[config.mk]
export PLATFORM = sky130hd
export DESIGN_NAME = load_store_unit
export DESIGN_NICKNAME = d
export VERILOG_FILES = /design/src/rtl/load_store_unit.sv
export SDC_FILE = /design/constraint.sdc
export NUM_CORES = 1
export LEC_CHECK = 0
export CAP_MARGIN = 15
export CORE_UTILIZATION = 25
export DETAILED_ROUTE_END_ITERATION = 10
export GPL_TIMING_DRIVEN = 0
export HOLD_SLACK_MARGIN = 0.1
export PLACE_DENSITY = 0.59
export SLEW_MARGIN = 20
export SYNTH_ARGS = -nofsm -noshare
export SYNTH_HDL_FRONTEND = slang
export SYNTH_SLANG_ARGS = --single-unit
export TNS_END_PERCENT = 30
[constraint.sdc]
create_clock -name clk -period 6.1 [get_ports clk]
set_clock_uncertainty 0.2 [all_clocks]
set_input_delay 0.915 -clock clk [delete_from_list [all_inputs] [get_ports clk]]
set_output_delay 0.915 -clock clk [all_outputs]
set_load 0.01 [all_outputs]
[src/rtl/load_store_unit.sv]
// load_store_unit: runs one LB/LH/LW/LBU/LHU/SB/SH/SW access at a time over a valid/ready bus
// and returns aligned, extended load data or a fault. Access codes: 0 NONE, 1 LB, 2 LH, 3 LW, 4 LBU, 5 LHU, 6 SB, 7 SH, 8 SW.
module load_store_unit #(
   parameter int TIMEOUT = 256
) (
   input  logic        clk,
   input  logic        rst,
   input  logic        req_valid,
   output logic        req_ready,
   input  logic [3:0]  access_type,
   input  logic [31:0] addr,
   input  logic [31:0] wdata,
   input  logic [4:0]  rd,
   output logic        resp_valid,
   output logic [31:0] resp_rdata,
   output logic [4:0]  resp_rd,
   output logic [1:0]  resp_fault,
   output logic [31:0] resp_fault_addr,
   output logic        mem_valid,
   input  logic        mem_ready,
   output logic [31:0] mem_addr,
   output logic        mem_we,
   output logic [3:0]  mem_wstrb,
   output logic [31:0] mem_wdata,
   input  logic [31:0] mem_rdata
);
   localparam logic [3:0] AT_LB = 4'd1, AT_LH = 4'd2, AT_LW = 4'd3, AT_LBU = 4'd4;
   localparam logic [3:0] AT_LHU = 4'd5, AT_SB = 4'd6, AT_SH = 4'd7, AT_SW = 4'd8;
   localparam logic [31:0] TO_LAST = 32'(TIMEOUT - 1);
   typedef enum logic [1:0] {S_IDLE, S_BUS, S_RESP} state_t;
   state_t      r_state, w_next;
   logic [3:0]  r_type, r_wstrb, w_wstrb;
   logic [31:0] r_addr, r_cnt, r_rdata, r_wdata, w_wdata, w_shift, w_load;
   logic [4:0]  r_rd;
   logic [1:0]  r_fault, w_off;
   logic        r_we, w_legal, w_store, w_mis, w_accept, w_timeout;
   assign w_off     = addr[1:0];
   assign w_legal   = access_type >= AT_LB && access_type <= AT_SW;
   assign w_store   = access_type == AT_SB || access_type == AT_SH || access_type == AT_SW;
   assign w_mis     = ((access_type == AT_LH || access_type == AT_LHU || access_type == AT_SH) && addr[0])
                   || ((access_type == AT_LW || access_type == AT_SW) && addr[1:0] != 2'b00);
   assign w_accept  = req_valid && req_ready && w_legal;
   assign w_timeout = TIMEOUT != 0 && r_cnt == TO_LAST;
   assign w_wstrb   = access_type == AT_SB ? 4'b0001 << w_off :
                      access_type == AT_SH ? 4'b0011 << w_off :
                      access_type == AT_SW ? 4'b1111 : 4'b0000;
   assign w_wdata   = access_type == AT_SB ? {4{wdata[7:0]}} :
                      access_type == AT_SH ? {2{wdata[15:0]}} :
                      access_type == AT_SW ? wdata : '0;
   // Bring the addressed lane(s) down to bit 0 before extension
   assign w_shift   = mem_rdata >> {r_addr[1:0], 3'b000};
   assign w_load    = r_type == AT_LB  ? {{24{w_shift[7]}}, w_shift[7:0]} :
                      r_type == AT_LBU ? {24'b0, w_shift[7:0]} :
                      r_type == AT_LH  ? {{16{w_shift[15]}}, w_shift[15:0]} :
                      r_type == AT_LHU ? {16'b0, w_shift[15:0]} :
                      r_type == AT_LW  ? mem_rdata : '0;
   always_ff @(posedge clk or posedge rst) begin
      if (rst) r_state <= S_IDLE;
      else     r_state <= w_next;
   end
   always_comb begin
      w_next = r_state == S_IDLE ? (w_accept ? (w_mis ? S_RESP : S_BUS) : S_IDLE) :
               r_state == S_BUS  ? (mem_ready || w_timeout ? S_RESP : S_BUS) : S_IDLE;
   end
   always_comb begin
      req_ready  = r_state == S_IDLE;
      mem_valid  = r_state == S_BUS;
      resp_valid = r_state == S_RESP;
   end
   always_ff @(posedge clk or posedge rst) begin
      if (rst) begin
         r_type  <= '0;
         r_addr  <= '0;
         r_rd    <= '0;
         r_we    <= 1'b0;
         r_wstrb <= '0;
         r_wdata <= '0;
         r_fault <= '0;
         r_rdata <= '0;
         r_cnt   <= '0;
      end else if (w_accept) begin
         r_type  <= access_type;
         r_addr  <= addr;
         r_rd    <= rd;
         r_we    <= w_store && !w_mis;
         r_wstrb <= w_mis ? 4'b0000 : w_wstrb;
         r_wdata <= w_wdata;
         r_fault <= w_mis ? 2'b01 : 2'b00;
         r_rdata <= '0;
         r_cnt   <= '0;
      end else if (r_state == S_BUS) begin
         r_cnt <= r_cnt + 32'd1;
         if (mem_ready)      r_rdata <= r_we ? '0 : w_load;
         else if (w_timeout) r_fault <= 2'b10;
      end
   end
   assign mem_addr        = {r_addr[31:2], 2'b00};
   assign mem_we          = r_we;
   assign mem_wstrb       = r_wstrb;
   assign mem_wdata       = r_wdata;
   assign resp_rdata      = r_rdata;
   assign resp_rd         = r_rd;
   assign resp_fault      = r_fault;
   assign resp_fault_addr = r_addr;
endmodule

# Word-level counts from Yosys, hierarchy flattened
# Cells that the tools add are included.
dict set report totals {
  reg_bits 146
  output_inout_bits 143
  word_cells 80
}
dict set report classes {
  n_addsub 1
  magnitude_cmp 2
  n_eq_ne 15
  n_shift 3
  muxes 28
  n_reduce_logical 21
}
# op count
set op_table {}
lappend op_table {{2-to-1 mux 32 bit} 14}
lappend op_table {{adder 32 x 1 -> 32 bit (second input constant)} 1}
lappend op_table {{equality test 32 x 8 -> 1 bit (second input constant)} 1}
lappend op_table {{>> shifter 32 x 5 -> 16 bit} 1}
lappend op_table {{equality test 4 x 3 -> 1 bit (second input constant)} 5}
lappend op_table {{2-to-1 mux 2 bit} 9}
lappend op_table {{equality test 4 x 2 -> 1 bit (second input constant)} 4}
lappend op_table {{2-to-1 mux 4 bit} 4}
lappend op_table {{nonzero test 2 bit} 4}
lappend op_table {{logical OR 1 bit} 7}
lappend op_table {{logical AND 1 bit} 6}
lappend op_table {{equality test 4 x 1 -> 1 bit (second input constant)} 1}
lappend op_table {{equality test 4 bit (second input constant)} 1}
lappend op_table {{>= comparator 4 x 1 -> 1 bit (second input constant)} 1}
lappend op_table {{less-or-equal comparator 4 bit (second input constant)} 1}
lappend op_table {{<< shifter 1 x 2 -> 4 bit (first input constant)} 1}
lappend op_table {{<< shifter 2 x 2 -> 4 bit (first input constant)} 1}
lappend op_table {{AND reduction 3 bit} 1}
lappend op_table {{equality test 2 x 1 -> 1 bit (second input constant)} 1}
lappend op_table {{equality test 2 bit (second input constant)} 1}
lappend op_table {{zero test 2 bit} 1}
lappend op_table {{inequality test 2 x 1 -> 1 bit (second input constant)} 1}
lappend op_table {{AND reduction 2 bit} 1}
lappend op_table {{zero test 1 bit} 1}
lappend op_table {{2-to-1 mux 1 bit} 1}

# Logic depth before layout (Yosys ltp)
# Gate-level depths: netlist of run 1.
dict set report depth {
  depth_word 10
  mapped_depth 7
  mapped_depth_nobuf 6
}

# Least setup slack after synthesis of run 1
# No wires, ideal clock.
dict set report synth_timing {
  path_type {input port to flip-flop}
  startpoint {in access_type[0]}
  endpoint {reg r_state[0]}
  setup_time_ns 0.163
  arrival_ns 2.332
  setup_slack_ns 3.405
  cell_stages 6
  cell_sequence {clkbuf_1 -> or4_1 -> nand3_1 -> buf_2 -> buf_2 -> o32ai_1}
}
dict set report synth_between {
  elab_chain_len 8
  word_cells_on_any_way 18
  cone_classes {order compare: 2; eq/ne: 5; mux: 3; reduce/logical: 8}
}
# element line_no
set synth_lines {}
lappend synth_lines {{start: declaration} 10} ;# input logic [3:0] access_type,
lappend synth_lines {{equality test 4 x 2 -> 1 bit / equality test 4 x 3 -> 1 bit (equally long branches)} 40} ;# assign w_mis = ((access_type == AT_LH || access_type == AT_LHU || access_type == AT_SH) && addr[0])
lappend synth_lines {{logical OR 1 bit (2 in a row)} 40}
lappend synth_lines {{logical AND 1 bit} 40}
lappend synth_lines {{logical OR 1 bit} 41} ;# || ((access_type == AT_LW || access_type == AT_SW) && addr[1:0] != 2'b00);
lappend synth_lines {{2-to-1 mux 2 bit} 62} ;# w_next = r_state == S_IDLE ? (w_accept ? (w_mis ? S_RESP : S_BUS) : S_IDLE) :
lappend synth_lines {{2-to-1 mux 2 bit * (2 in a row)} 62}
lappend synth_lines {{named net w_next[0]} 31} ;# state_t r_state, w_next;
lappend synth_lines {{end signal: assignment} 59} ;# else r_state <= w_next;
lappend synth_lines {{end: declaration} 31}
# The timed path passes the listed nets; every way through them passes the cells marked *.
# A chain may end at the register's enable or synchronous reset.

# Worst setup path after layout of run 1
dict set report layout_timing {
  startpoint {in req_valid}
  endpoint {reg r_wdata[3] (netlist: mem_wdata[3])}
}
dict set report layout_between {
  elab_chain_len 2
}
# element line_no
set layout_lines {}
lappend layout_lines {{start: declaration} 8} ;# input logic req_valid,
lappend layout_lines {{logical AND 1 bit (2 in a row)} 42} ;# assign w_accept = req_valid && req_ready && w_legal;
lappend layout_lines {{end signal: assignment} 87} ;# r_wdata <= w_wdata;
lappend layout_lines {{end: declaration} 33} ;# logic [31:0] r_addr, r_cnt, r_rdata, r_wdata, w_wdata, w_shift, w_load;
# No other way between the ends.

==> summary.md, run 1 <==
| Metric | Value |
|---|---|
| Status | completed |
| R2R setup slack | 3.10 ns |
| CTS max path bufs | 2 |
| Post-synthesis instance total | 840 |
| FMAX | 292 MHz |
| Maximum vdd drop | 0.200 mV |
| Sequential share of power | 0.336 |
| HP Start | mem_wdata[3] |
| Clock slew at reported path FFs | 0.06 ns |
| WL per Instance | 18.0 um |
| Synthesized area | 7740 um^2 |
| Async SR Flop Fraction | 1.00 |
| Area contributors post-synth | dfrtp_1, nand2_1, o31ai_1 |
| Path category of the worst min-delay check | flip-flop to flip-flop |
| Core area | 30500 um^2 |
| Final min period | 3.43 ns |
| Leakage Power | 4.82 nW |
| Die span in y | 178 um |
| Vias in the first global route | 7295 |
| Utilization after layout | 0.372 |
| Area growth syn-to-layout | 46.3% |
| All-layer global routing usage | 0.172 |
| Fin. Hold Viols | 0 |
| Post-route ant nets | 0 |
| Most frequent cells in the layout | clkdlybuf4s50_1, nand2_1, dfrtp_1, nor2_1, clkbuf_1 |
| Gr ovfl total | 0 |
| CP Capture Type | flip-flop |
| Most common cell after layout, fill and taps aside | clkdlybuf4s50_1 |
| Worst skew pair latency | 0.42 ns |
| Antenna Cells | 0 |
| Setup violators final | 0 |
| Post-CTS Resized | 0 |
| Slew of the pin with the lowest slew margin | 0.870 ns |
| CTS Hold Bufs | 0 |
| Critical Path Source Type | input pin |
| TritonCTS Buffers | 17 |
| Int Pwr | 2.64 mW |
| Power per Cell Area | 351 nW/um^2 |
| Layout cells sized above 1 | 0.0831 |
| Post-Synth Adder-Cell Area | 0.00808 |
| Ports | 252 |
| Final Power | 3.98 mW |
| Initial antenna violation count | 0 |
| CP Class | input pin to flip-flop |
| IO Port Bufs | 245 |
| CTS root buf | clkbuf_16 |
| Flop and latch count out of synthesis | 146 |
| First-pass GRT wire length | 41.7 mm |
| Worst-path cell chain | clkdlybuf4s50_1, nor3b_2, and3_1, clkbuf_1, clkbuf_1, nand3_1, nand2_1 |
| Final net count | 1220 |
| Clock Power Share | 0.267 |
| Die W | 178 um |
| GP Congestion | 0.855 |
| Critical path launch point | req_valid |
| Initial core utilization | 0.254 |
| Final wirelength | 27.2 mm |
| EDFF count, synth | 0 |
| Max Cap Viol | 0 |
| Cell repeated most along the worst path | clkbuf_1 |
| Crit-path slowest cell | nor3b_2 |
| Worst Path Max Fanout | 10 |
| Register area share after synthesis | 0.472 |
| Synth warnings | 0 |
| Crit path DAT | 3.59 ns |
| Crit-path max cell delay | 0.57 ns |
| Vias | 7478 |
| Max Slew Vio Count | 0 |
| Slew margin rel. | 0.418 |
| H-tree Lvls | 4 |
| Worst EP required | 6.26 ns |
| Fillers | 3075 |
| Final period util | 0.562 |
| Top FF cell, synth | dfrtp_1 |
| DP HPWL | 20.4 mm |
| Setup Buffers After CTS | 0 |
| Psw | 1.34 mW |
| Synth area leader | dfrtp_1 |
| Multiplexer area fraction after synthesis | 0.0478 |
| Synth top area share | 0.472 |
| Clk sinks | 146 |
| Pin count of the biggest net entering global routing | 82 |
| Initial DRC count | 650 |
| RSZ-0062 raised after global routing | no |
| Row Count | 64 |
| Critical R2R Launch | r_state[0] |
| Gate power share | 0.397 |
| Syn avg cell area | 9.22 um^2 |
| CTS tree | built |
| Hold Slack | 0.272 ns |
| Vias per cell | 4.94 |
| Synth cell types | 57 |
| Post-Synth XOR/XNOR Area | 0.0113 |
| Drc violations | 0 |
| Switching part of the total power | 0.337 |
| DRT Pass-1 Iters | 5 |
| Synth Area in Simple Gates | 0.222 |
| Largest family of logic cells by synthesized area | simple AND/OR/NAND/NOR gates |
| Compound-gate portion of the synthesized area | 0.167 |
| Die ar. | 31700 um^2 |
-- worst paths after layout --
kind	to	depth (start not counted)
worst max-delay path	mem_wdata[3]	7
worst min-delay path	mem_wdata[3]	2
worst max register to register	mem_wdata[3]	6
worst min register to register	mem_wdata[3]	2
max in group asynchronous	mem_wdata[4]	3
min in group asynchronous	resp_rdata[9]	2
-- synthesized netlist by cell type, types with 10 or more instances --
| cell type | number |
|---|---|
| nand3b_1 | 10 |
| buf_4 | 32 |
| or4_1 | 17 |
| dfrtp_1 | 146 |
| a22o_1 | 16 |
| nand3_1 | 18 |
| a221oi_1 | 16 |
| nor2_1 | 72 |
| and3_1 | 12 |
| o31ai_1 | 42 |
| o21ai_0 | 24 |
| clkbuf_1 | 49 |
| nand2b_1 | 11 |
| mux2i_1 | 19 |
| a21oi_1 | 40 |
| inv_1 | 11 |
| nand2_1 | 160 |
-- critical path, delay by kind of cell --
family / cells / cell delay (ns)
simple gates: 4 / 1.15
buf+inv: 3 / 1.51
-- metal layers --
metal  up-vias  global-route usage  part of all wire
li1       3498                   -                 -
met1      3642               0.228              0.44
met2       301               0.262              0.45
met3        37              0.0507             0.084
met4         0              0.0641             0.025
met5         -                   0                 0
-- stage by stage --
stage / cell area [um^2] / setup TNS [ns] / instances / setup slack (ns)
floorplan: 7750 / 0 / 841 / 1.06
global placement: 10700 / -193.21 / 1482 / -1.34
detailed placement: 10700 / 0 / 1483 / 1.83
CTS: 11300 / 0 / 1515 / 2.25
global route: 11300 / 0 / 1515 / 2.63
finish: 11300 / 0 / 1515 / 2.67
-- sequential cells by signal (all words and copies together) (netlist names) --
signal / count
mem_wdata: 32
r_cnt: 32
resp_fault_addr: 32
resp_rdata: 32
resp_rd: 5
mem_wstrb: 4
r_type: 4
r_state: 2
resp_fault: 2
mem_we: 1
-- power by group through the flow --
stage	logic, mW	clock network, mW	registers (mW)
2_1_floorplan	0.693	0	1.41
3_3_place_gp	1.56	0	1.35
3_5_place_dp	1.58	0	1.35
4_1_cts	1.59	1.09	1.34
5_1_grt	1.71	1.14	1.37
6_report	1.58	1.06	1.34
-- final cells by class --
class / count / area, um^2 / area share
Buffer: 96 / 505 / 0.0446
Clock buffer: 18 / 439 / 0.0387
Clock inverter: 14 / 154 / 0.0136
Inverter: 13 / 56.3 / 0.00497
Multi-Input combinational cell: 586 / 3550 / 0.313
Sequential cell: 146 / 3650 / 0.322
Tap cell: 396 / 495 / 0.0437
Timing Repair Buffer: 246 / 2480 / 0.219
-- kinds of logic after synthesis --
family                   count (synthesis)
AND/OR/NAND/NOR                        357
AO/OA/AOI/OAI                          185
flip-flops                             146
buffers and inverters                  109
multiplexers                            27
XOR/XNOR                                10
adder cells (fa/ha/maj)                  5
other                                    1
Power figures use the tool's default switching activity.
==> run 2: changes to the inputs <==
--- a/config.mk
+++ b/config.mk
@@ -10,7 +10,7 @@
 export DETAILED_ROUTE_END_ITERATION = 10
 export GPL_TIMING_DRIVEN = 0
 export HOLD_SLACK_MARGIN = 0.1
-export PLACE_DENSITY = 0.59
+export PLACE_DENSITY = 0.6
 export SLEW_MARGIN = 20
 export SYNTH_ARGS = -nofsm -noshare
 export SYNTH_HDL_FRONTEND = slang
==> constraint.sdc (replaced) <==
create_clock -name clk -period 3 [get_ports clk]
set_clock_uncertainty 0.2 [all_clocks]
set_input_delay 0.45 -clock clk [delete_from_list [all_inputs] [get_ports clk]]
set_output_delay 0.45 -clock clk [all_outputs]
set_load 0.01 [all_outputs]
==> run 2 against run 1 <==
Clock power up 96%. Count of clock-buffer cells in the layout rose by 3. First-iteration DRC count is 6.0% lower. Power rose by 100%. Register-to-register slack got worse by 2.9 ns. Final area is 0.44% higher. Combinational power rose by 100%. Non-clock buffer count increased by 5. Wire length down 0.65%. Sequential power is 100% higher. Sequential share of layout area decreased by 0.14 points. Critical path type is now flip-flop to flip-flop. Critical endpoint is now r_type[0].
==> summary.md, run 2 (synthesis results as in run 1) <==
| Metric | Value |
|---|---|
| Status | completed |
| Power per Cell Area | 703 nW/um^2 |
| Worst skew pair latency | 0.42 ns |
| Final wirelength | 27.1 mm |
| Worst-path cell chain | nor3b_2, and3_1, clkbuf_1, clkbuf_1, o21ai_0 |
| Final Power | 8.01 mW |
| CTS root buf | clkbuf_16 |
| Slew margin rel. | 0.428 |
| Post-DP Area | 10800 um^2 |
| RSZ-0062 raised after global routing | no |
| Row Count | 64 |
| Crit-path slowest cell | clkbuf_1 |
| H-tree Lvls | 4 |
| Fin. Hold Viols | 0 |
| Setup violators final | 0 |
| Leakage Power | 4.85 nW |
| Multi-input gate area | 3550 um^2 |
| Maximum vdd drop | 0.305 mV |
| Post-route ant nets | 0 |
| Clk sinks | 146 |
| Worst EP required | 3.03 ns |
| Vias | 7508 |
| TritonCTS Buffers | 17 |
| Register area | 3650 um^2 |
| Die span in y | 178 um |
| Initial antenna violation count | 0 |
| Ports | 252 |
| IO Port Bufs | 245 |
| Max Slew Vio Count | 0 |
| Initial core utilization | 0.254 |
| Crit path DAT | 2.84 ns |
| Cell repeated most along the worst path | clkbuf_1 |
| Slew of the pin with the lowest slew margin | 0.856 ns |
| CTS tree | built |
| HP Start | access_type[1] |
| Layout cells sized above 1 | 0.0855 |
| All-layer global routing usage | 0.169 |
| Die W | 178 um |
| Antenna Cells | 0 |
| Path category of the worst min-delay check | input pin to flip-flop |
| Clock slew at reported path FFs | 0.06 ns |
| FMAX | 356 MHz |
| Worst Path Max Fanout | 10 |
| WL per Instance | 17.8 um |
| DP HPWL | 20.3 mm |
| Setup Buffers After CTS | 0 |
| CP Class | flip-flop to flip-flop |
| Critical R2R Launch | r_state[0] |
| Crit-path max cell delay | 0.49 ns |
| GP Congestion | 0.865 |
| Sum Neg Setup Slack | 0 ns |
| Final min period | 2.81 ns |
| Place WS | -0.643 ns |
| Vias per cell | 4.94 |
| DRT Pass-1 Iters | 5 |
| Final period util | 0.936 |
| Drc violations | 0 |
| Final net count | 1225 |
| Most common cell after layout, fill and taps aside | clkdlybuf4s50_1 |
| CTS max path bufs | 2 |
| Initial DRC count | 611 |
| Most frequent cells in the layout | clkdlybuf4s50_1, nand2_1, dfrtp_1, nor2_1, clkbuf_1 |
| Die ar. | 31700 um^2 |
| Placed cells | 1487 |
| Critical path launch point | r_state[0] |
| Post-route cell area | 11400 um^2 |
| Critical Path Source Type | flip-flop |
| Area growth syn-to-layout | 47.0% |
| Max Cap Viol | 0 |
| Core area | 30500 um^2 |
| First-pass GRT wire length | 40.9 mm |
| Vias in the first global route | 7111 |
| Gr ovfl total | 0 |
| Fillers | 3068 |
| Final setup margin | 0.191 ns |
| Cell Count, Final, Fillers Out | 1519 |
| CP Capture Type | flip-flop |
| Pin count of the biggest net entering global routing | 33 |
run 2: cell count changes in the layout (fill, tap and decap cells not counted):
cell | before | now
clkinv_4 | 3 | 1
clkinv_2 | 2 | 6
clkbuf_8 | 1 | 4
inv_8 | 1 | 0
bufinv_16 | 2 | 1
inv_6 | 4 | 0
buf_16 | 1 | 0
buf_12 | 0 | 5
dlygate4sd3_1 | 0 | 1
run 2: repair_timing:
item,4_1_cts,5_1_grt
setup endpoints to repair,80,0
resized for setup,1,0
hold buffers,1,0
endpoints found under the hold margin,2,0
run 2: final timing paths:
| kind | endpoint | slack (ns) | cells past startpoint |
|---|---|---|---|
| max | r_type[0] | 0.19 | 5 |
| min | r_type[1] | 0.26 | 3 |
| max reg2reg | r_type[0] | 0.19 | 5 |
| min reg2reg | mem_wdata[2] | 0.27 | 2 |
| max in group asynchronous | mem_wdata[16] | 1.11 | 6 |
| min in group asynchronous | resp_rdata[16] | 0.63 | 3 |
run 2: layout make-up:
type                    instances  share of cell area
repair buffers                251               0.225
flip-flops and latches        146               0.321
multi-input cells             586               0.312
well taps                     396              0.0435
clock buffers                  21              0.0422
clock inverters                10             0.00736
plain buffers                  96              0.0444
inverters                      13             0.00462
run 2: power breakdown:
group	internal (mW)	total (mW)	switching [mW]
sequential	2.39	2.71	0.318
clock	1.22	2.08	0.859
combinational	1.72	3.22	1.50
run 2: per-layer routing:
layer / part of all wire / vias to the layer above / wire length (um) / GRT usage
li1: - / 3518 / - / -
met1: 0.44 / 3651 / 11900 / 0.227
met2: 0.46 / 295 / 12400 / 0.260
met3: 0.082 / 44 / 2220 / 0.0490
met4: 0.021 / 0 / 560 / 0.0552
met5: 0 / - / 0 / 0
run 2: worst max-delay path, delay by kind of cell (launching register included):
family | cells | cell delay (ns)
AOI/OAI and AO/OA | 1 | 0.26
DFF | 1 | 0.46
and+or+nand+nor | 2 | 0.74
buffers and inverters | 2 | 0.95
run 2: per-stage QoR:
stage	util	hold slack (ns)
2_1_floorplan	-	0.252
6_report	0.373	0.261
4_1_cts	0.373	0.249
3_3_place_gp	0.351	0.252
5_1_grt	0.373	0.291
3_5_place_dp	0.354	0.259
==> run 3: changes to the inputs <==
--- a/config.mk
+++ b/config.mk
@@ -7,10 +7,11 @@
 export LEC_CHECK = 0
 export CAP_MARGIN = 15
 export CORE_UTILIZATION = 25
+export CTS_BUF_LIST = sky130_fd_sc_hd__clkbuf_4
 export DETAILED_ROUTE_END_ITERATION = 10
 export GPL_TIMING_DRIVEN = 0
 export HOLD_SLACK_MARGIN = 0.1
-export PLACE_DENSITY = 0.6
+export PLACE_DENSITY = 0.59
 export SLEW_MARGIN = 20
 export SYNTH_ARGS = -nofsm -noshare
 export SYNTH_HDL_FRONTEND = slang
==> constraint.sdc (replaced) <==
create_clock -name clk -period 3.4 [get_ports clk]
set_clock_uncertainty 0.2 [all_clocks]
set_input_delay 0.51 -clock clk [delete_from_list [all_inputs] [get_ports clk]]
set_output_delay 0.51 -clock clk [all_outputs]
set_load 0.01 [all_outputs]
==> run 3 against run 2 <==
Die area did not move. Final area decreased by 2.1%. First-iteration DRC count shrank 3.8%. Via count fell by 0.95%. Maximum frequency shrank 1.5%. Critical path depth unchanged. Global-route usage is essentially flat. Final cell count barely moved. Combinational power is 12% lower. Critical path type unchanged. Highest routed layer unchanged.
==> summary.md, run 3 (synthesis results as in run 1) <==
| Metric | Value |
|---|---|
| Drc violations | 0 |
| Hold Slack | 0.167 ns |
| IO Port Bufs | 245 |
| Vias per cell | 4.89 |
| Layout cells sized above 1 | 0.0855 |
| Utilization after layout | 0.365 |
| RSZ-0062 raised after global routing | no |
| CTS max path bufs | 2 |
| Max Cap Viol | 0 |
| DRT Pass-1 Iters | 5 |
| Placed cells | 1487 |
| Cell Count, Final, Fillers Out | 1520 |
| Final wirelength | 27.0 mm |
| Status | completed |
| Setup violators final | 0 |
| Slew margin rel. | 0.401 |
| Gr ovfl total | 0 |
| Path category of the worst min-delay check | input pin to flip-flop |
| Area growth syn-to-layout | 43.9% |
| Critical Path Source Type | flip-flop |
| Core area | 30500 um^2 |
| Post-route ant nets | 0 |
| Most common cell after layout, fill and taps aside | clkdlybuf4s50_1 |
| Final period util | 0.839 |
| CTS tree | built |
| Worst Path Max Fanout | 10 |
| Clk sinks | 146 |
| Vias in the first global route | 7082 |
| CTS root buf | clkbuf_4 |
| Die ar. | 31700 um^2 |
| Vias | 7437 |
| Maximum vdd drop | 0.244 mV |
| FMAX | 351 MHz |
| Fin. Hold Viols | 0 |
| Die W | 178 um |
| All-layer global routing usage | 0.169 |
| Final net count | 1225 |
| H-tree Lvls | 4 |
| Most frequent cells in the layout | clkdlybuf4s50_1, nand2_1, dfrtp_1, nor2_1, clkbuf_1 |
| Die span in y | 178 um |
| Ports | 252 |
| CP Capture Type | flip-flop |
| CP Class | flip-flop to flip-flop |
| Worst skew pair latency | 0.55 ns |
| Initial core utilization | 0.254 |
| Leakage Power | 4.73 nW |
| Clock slew at reported path FFs | 0.14 ns |
| Setup Buffers After CTS | 0 |
| Final Power | 6.50 mW |
| Crit path DAT | 3.02 ns |
| Worst EP required | 3.57 ns |
| Slew of the pin with the lowest slew margin | 0.896 ns |
| GP Congestion | 0.860 |
| TritonCTS Buffers | 17 |
| Place WS | -0.388 ns |
| Pin count of the biggest net entering global routing | 33 |
| Initial antenna violation count | 1 |
| Initial DRC count | 588 |
| Max Slew Vio Count | 0 |
| DP HPWL | 20.7 mm |
| Power per Cell Area | 584 nW/um^2 |
| WL per Instance | 17.7 um |
| Final min period | 2.85 ns |
| Row Count | 64 |
| Final setup margin | 0.547 ns |
| First-pass GRT wire length | 41.3 mm |
run 3: layout make-up:
class                   instances  area (um^2)
flip-flops and latches        146         3650
repair buffers                251         2560
clock inverters                13          186
multi-input cells             586         3550
clock buffers                  18          135
diodes                          1         2.50
fillers                      3107        19400
well taps                     396          495
plain buffers                  96          505
inverters                      13         52.6
run 3: final timing paths:
path,start,to,slack (ns),cells after the start
max reg2reg,r_state[0],r_type[0],0.55,5
max,r_state[0],r_type[0],0.55,5
min in group asynchronous,rst,resp_rdata[19],0.59,3
max in group asynchronous,rst,mem_wdata[29],1.72,5
min,access_type[1],r_type[1],0.17,3
min reg2reg,mem_wdata[4],mem_wdata[4],0.29,2
run 3: repair_timing:
action / CTS / global route
endpoints found under the hold margin: 7 / 0
resized for setup: 0 / 1
hold buffers: 1 / 0
endpoints found under the setup margin: 0 / 1
run 3: stage by stage:
stage | TNS (ns) | instance area [um^2]
floorplan | 0 | 7750
global placement | -100.64 | 10700
detailed placement | -12.91 | 10800
CTS | 0 | 11100
global route | 0 | 11100
finish | 0 | 11100
run 3: power breakdown:
part	internal, mW	switching [mW]	leakage (nW)	total [mW]
logic	1.52	1.32	2.65	2.83
clock network	0.589	0.690	0.161	1.28
registers	2.11	0.286	1.92	2.39
run 3: routing by layer:
layer,track usage,vias up,part of all wire
li1,-,3513,-
met4,0.0474,0,0.016
met3,0.0475,30,0.073
met2,0.261,258,0.47
met1,0.229,3636,0.44
met5,0,-,0
run 3: critical path, stage by stage, from the launching register on:
cell	delay, ns
dfrtp_1	0.49
nor3b_2	0.50
and3_1	0.29
clkbuf_1	0.49
clkbuf_1	0.46
o21ai_0	0.25
